$ cat config.mk
export PLATFORM = sky130hd
export DESIGN_NAME = upe_serial_rx64
export DESIGN_NICKNAME = d
export VERILOG_FILES = /design/src/rtl/upe_serial_rx64.sv
export SDC_FILE = /design/constraint.sdc
export NUM_CORES = 1
export LEC_CHECK = 0
export BUFFER_PORTS_ARGS = -buffer_cell sky130_fd_sc_hd__buf_2
export CAP_MARGIN = 20
export CELL_PAD_IN_SITES_DETAIL_PLACEMENT = 2
export CELL_PAD_IN_SITES_GLOBAL_PLACEMENT = 2
export CORE_MARGIN = 5
export CORE_UTILIZATION = 32
export CTS_CLUSTER_SIZE = 12
export DETAILED_ROUTE_END_ITERATION = 6
export MAX_ROUTING_LAYER = met4
export PLACE_DENSITY_LB_ADDON = 0.1
export SYNTH_ARGS = -nofsm -noshare
export SYNTH_HDL_FRONTEND = slang
export SYNTH_SLANG_ARGS = --single-unit
$ cat constraint.sdc
create_clock -name clk -period 3.9 [get_ports clk]
set_clock_uncertainty 0.15 [all_clocks]
set_input_delay 0.585 -clock clk [delete_from_list [all_inputs] [get_ports clk]]
set_output_delay 0.585 -clock clk [all_outputs]
set_load 0.01 [all_outputs]
$ cat src/rtl/upe_serial_rx64.sv
// upe_serial_rx64 -- receive end of the 64-bit single-wire serial debug link.
//
// Frame: one start bit (high), 64 data bits LSB first, one stop bit (low);
// the line idles low. Each bit lasts CLKS_PER_BIT clocks and is sampled
// HALF clocks into its period, measured from the detected start edge.
// A correctly framed word is presented on data_out together with its
// two's-complement negation on neg_out.
//
// Ports:
//   clk         system clock
//   reset       synchronous, active-high reset
//   rx_in       asynchronous serial line (idles low)
//   data_out    last correctly framed word
//   neg_out     (~data_out) + 1, modulo 2^64
//   data_valid  one-cycle pulse when data_out/neg_out update
//   frame_err   one-cycle pulse when the stop bit is high
//   busy        high whenever the receiver is not idle
module upe_serial_rx64 #(
   parameter int CLKS_PER_BIT = 1252,
   parameter int HALF         = CLKS_PER_BIT / 2
) (
   input  logic        clk,
   input  logic        reset,
   input  logic        rx_in,
   output logic [63:0] data_out,
   output logic [63:0] neg_out,
   output logic        data_valid,
   output logic        frame_err,
   output logic        busy
);

   localparam int DATA_W = 64;
   localparam int CNT_W  = $clog2(CLKS_PER_BIT);

   localparam logic [CNT_W-1:0] START_LAST = CNT_W'(HALF - 1);
   localparam logic [CNT_W-1:0] BIT_LAST   = CNT_W'(CLKS_PER_BIT - 1);

   typedef enum logic [1:0] {IDLE, START, DATA, STOP} state_t;

   state_t              state;
   state_t              state_nxt;
   logic                rx_meta;
   logic                rx_s;
   logic                rx_q;
   logic [CNT_W-1:0]    cnt;
   logic [5:0]          bit_cnt;
   logic [DATA_W-1:0]   shreg;
   logic                tick;
   logic                shift_en;
   logic                load_word;
   logic                flag_err;

   function automatic logic [DATA_W-1:0] negate(input logic [DATA_W-1:0] v);
      // Wraps modulo 2^64: 0 -> 0 and 0x8000...0 -> itself.
      return ~v + DATA_W'(1);
   endfunction

   // Synchronizer stage: two flops onto clk, plus one delayed copy for
   // rising-edge detection.
   always_ff @(posedge clk) begin
      if (reset) begin
         rx_meta <= 1'b0;
         rx_s    <= 1'b0;
         rx_q    <= 1'b0;
      end else begin
         rx_meta <= rx_in;
         rx_s    <= rx_meta;
         rx_q    <= rx_s;
      end
   end

   // The start bit is sampled half a period in; every later sample is a
   // full bit period after the previous one.
   assign tick = (state == START) ? (cnt == START_LAST) : (cnt == BIT_LAST);

   // State register
   always_ff @(posedge clk) begin
      if (reset) state <= IDLE;
      else       state <= state_nxt;
   end

   // Next-state logic
   always_comb begin
      state_nxt = state;
      case (state)
         IDLE:    if (rx_s && !rx_q)              state_nxt = START;
         START:   if (tick)                       state_nxt = rx_s ? DATA : IDLE;
         DATA:    if (tick && bit_cnt == 6'd63)   state_nxt = STOP;
         STOP:    if (tick)                       state_nxt = IDLE;
         default:                                 state_nxt = IDLE;
      endcase
   end

   // Output / strobe logic
   always_comb begin
      busy      = (state != IDLE);
      shift_en  = (state == DATA) && tick;
      load_word = (state == STOP) && tick && !rx_s;
      flag_err  = (state == STOP) && tick &&  rx_s;
   end

   // Timing counters: the cycle counter is held at zero while idle and
   // restarts at every sample point, so each state begins counting from 0.
   always_ff @(posedge clk) begin
      if (reset) begin
         cnt     <= '0;
         bit_cnt <= '0;
      end else begin
         cnt <= (state == IDLE || tick) ? '0 : cnt + CNT_W'(1);
         if (state == IDLE)  bit_cnt <= '0;
         else if (shift_en)  bit_cnt <= bit_cnt + 6'd1;
      end
   end

   // Data stage: LSB-first stream, so each new bit enters at the MSB and
   // bit 0 ends up at position 0 after 64 shifts.
   always_ff @(posedge clk) begin
      if (reset) begin
         shreg      <= '0;
         data_out   <= '0;
         neg_out    <= '0;
         data_valid <= 1'b0;
         frame_err  <= 1'b0;
      end else begin
         if (shift_en) shreg <= {rx_s, shreg[DATA_W-1:1]};
         if (load_word) begin
            data_out <= shreg;
            neg_out  <= negate(shreg);
         end
         data_valid <= load_word;
         frame_err  <= flag_err;
      end
   end

endmodule

==> results.toml <==
[critical_path]
endpoint = "neg_out[61]"
ff2ff_setup_slack_ns = 0.73
reg2regPathDepth = 6
required_ns = 4.15
cp-startpoint = "shreg[1]"
worstPathArrival_ns = 3.42
r2r-start = "shreg[1]"
crit_fanout = 14
cp-end-kind = "register"
start_kind = "register"
crit_type = "register to register"
rr_endpoint = "neg_out[61]"

[placement]
port_buffers = 133
place.gp.congestion = 0.7120
place_hpwl_um = 19240
dpl_cell_area_mm2 = 0.009962

[synthesis]
synth_ff_type = "dfxtp_1"
async_reset_ff_share_pct = 0
yosysTopAreaCellShare_pct = 47.82
syn-cell-area_mm2 = 0.009000
synth_edf_count = 0
syn-instance-count = 1167
synth.area.top_cells = "dfxtp_1 (48%), nand2_1 (15%), a21oi_1 (11%), clkbuf_1 (3.5%), xnor2_1 (2.5%)"
yosys_warnings = 0
yosysTopAreaCell = "dfxtp_1"
avgSynthCellArea_um2 = 7.712
yosysUniqueCellTypes = 54
yosysSeqAreaShare_pct = 47.82
synth_nets = 1173
ys_ff_latch = 215

[power_and_ir_drop]
p_leak_uw = 0.004265
irDropWorstVdd_mv = 0.2552
p_per_area_mw_per_mm2 = 413.0

[clocking]
cts_tree = "yes"
hold_buffers = 0
clk_latency_ns = 0.52
cts_buffer_depth = 3
cts-root-buf = "clkbuf_16"
post_cts_buffers = 0
htreeDepth = 1
path_clk_slew_ns = 0.06
post_cts_resized = 0
numCtsBuffers = 25
cts.sinks = 215

[final_layout]
drive_gt1_share_pct = 15.80
final_area_mm2 = 0.01074
diodes = 0
multiInputGateArea_mm2 = 0.004325
fillers = 3288
finish.net_count = 1256
regArea_mm2 = 0.004304
syn_to_final_growth_pct = 19.28

[floorplan]
rows = 61
initial_core_util_pct = 32.40
core_mm2 = 0.02778
die_area_mm2 = 0.03158
fp.dieH_um = 177.7
die_w_um = 177.7
ios = 134

[sta]
finalCritPeriodShare_pct = 81.34
rsz0062_at_grt = "false"
final-max-slew-violation-count = 0
setup-violations-final = 0
min_period_ns = 3.172
final-hold-violation-count = 0
tns_ns = 0
max_freq_ghz = 0.3152
max_slew_margin_pct = 46.92
max_slew.worst_pin.slew_ns = 0.7962

[detailed_routing]
detail_route.wl_per_cell_um = 17.88
dr.pass1.iters = 4
vias_per_cell = 5.139
post-route-drc-count = 0
num_vias = 8449
wl_um = 29390
first_iter_violations = 366
antenna_left = 0

[global_routing]
antenna_found_initial = 0
grt_max_degree = 155
overflow = 0
grt_usage_pct = 19.05
grt_first_pass_wirelength_um = 48270
grt_pass1_vias = 9005

[run_status]
status = "finished, final reports clean"

[job]
drv_cap = 0

[worst_hold_path]
hp-class = "input pin to register"
[where the power goes]
part | switching (uW) | total [uW] | leakage [uW] | internal [uW]
Sequential | 3.13 | 2200 | 0.00173 | 2200
Combinational | 40.9 | 49.0 | 0.00217 | 8.11
Clock | 910 | 2180 | 0.000365 | 1270
Total | 954 | 4430 | 0.00426 | 3480
[cells in the final DEF, fill, tap and decap left out, types with 17 or more instances in the layout]
master     count
nand2_1      351
dfxtp_1      215
a21oi_1      192
buf_2        132
nor2_1        49
nand3_1       32
xnor2_1       26
or3_1         25
or4_1         25
clkbuf_16     25
nor3_1        18
nor4_1        17
[cells in the mapped netlist (8+ instances only)]
cell / number
or3_1: 25
xor2_1: 16
a21oi_1: 192
dfxtp_1: 215
xnor2_1: 26
nand2_1: 351
o31ai_1: 14
nor2_1: 49
or2_2: 8
o21ai_0: 12
nor4_1: 17
or4_1: 25
nor3_1: 18
clkbuf_1: 85
nand3_1: 32
[worst min-delay path by stage]
| stage | startpoint | end | slack (ns) | cells after the start |
|---|---|---|---|---|
| 6_report | rx_in | rx_meta | 0.13 | 2 |
| 5_1_grt | rx_in | rx_meta | 0.15 | 2 |
| 4_1_cts | rx_in | rx_meta | 0.12 | 2 |
| 3_5_place_dp | rx_meta | rx_s | 0.28 | 1 |
| 3_3_place_gp | rx_meta | rx_s | 0.28 | 1 |
| 2_1_floorplan | rx_meta | rx_s | 0.26 | 1 |
[final cells by class]
class | instances | share of cell area (%)
Inverter | 6 | 0.2098
Multi-Input combinational cell | 851 | 40.29
Clock buffer | 41 | 6.853
Timing Repair Buffer | 151 | 8.054
Clock inverter | 2 | 0.09324
Sequential cell | 215 | 40.09
Tap cell | 378 | 4.406
[flip-flops by register name, summed over array words and instances (netlist names), named ones only]
| name | cells |
|---|---|
| state | 1 |
| data_out | 64 |
| rx_meta | 1 |
| frame_err | 1 |
| rx_q | 1 |
| data_valid | 1 |
| rx_s | 1 |
| bit_cnt | 6 |
| shreg | 64 |
| neg_out | 63 |
| cnt | 11 |
[critical path, stage by stage (launching register included)]
cell and delay, ns:
dfxtp_1 0.36, or4_1 0.61, or4_1 0.52, or2_1 0.49, nor4_4 0.41, a2111oi_0 0.15
a311o_1 0.35
[per-stage QoR]
stage          hold WS (ns)  util, %  total power, uW  setup slack [ns]  std cells
3_3_place_gp         0.2829    35.86             2300            0.7492       1600
3_5_place_dp         0.2786    35.86             2301            0.6937       1600
6_report             0.1342    38.64             4433            0.7276       1644
5_1_grt              0.1476    38.64             4601            0.5559       1644
2_1_floorplan        0.2638        -             2283            0.9857       1167
4_1_cts              0.1193    38.54             4502            0.6794       1643
[metal layers]
| layer | routed length [um] | up-vias | global-route usage, % |
|---|---|---|---|
| met4 | 505 | 0 | 4.061 |
| met1 | 13810 | 4158 | 24.42 |
| met3 | 1094 | 37 | 2.663 |
| li1 | - | 4115 | - |
| met2 | 13980 | 139 | 32.21 |
| met5 | 0 | - | - |
[cells by family after synthesis]
logic type | share of synthesized area, %
AO/OA/AOI/OAI | 14.21
XOR/XNOR | 4.087
adder cells (fa/ha/maj) | 0.4171
buffers and inverters | 4.518
flip-flops | 47.82
AND/OR/NAND/NOR | 28.94
(Power assumes the default switching activity.)
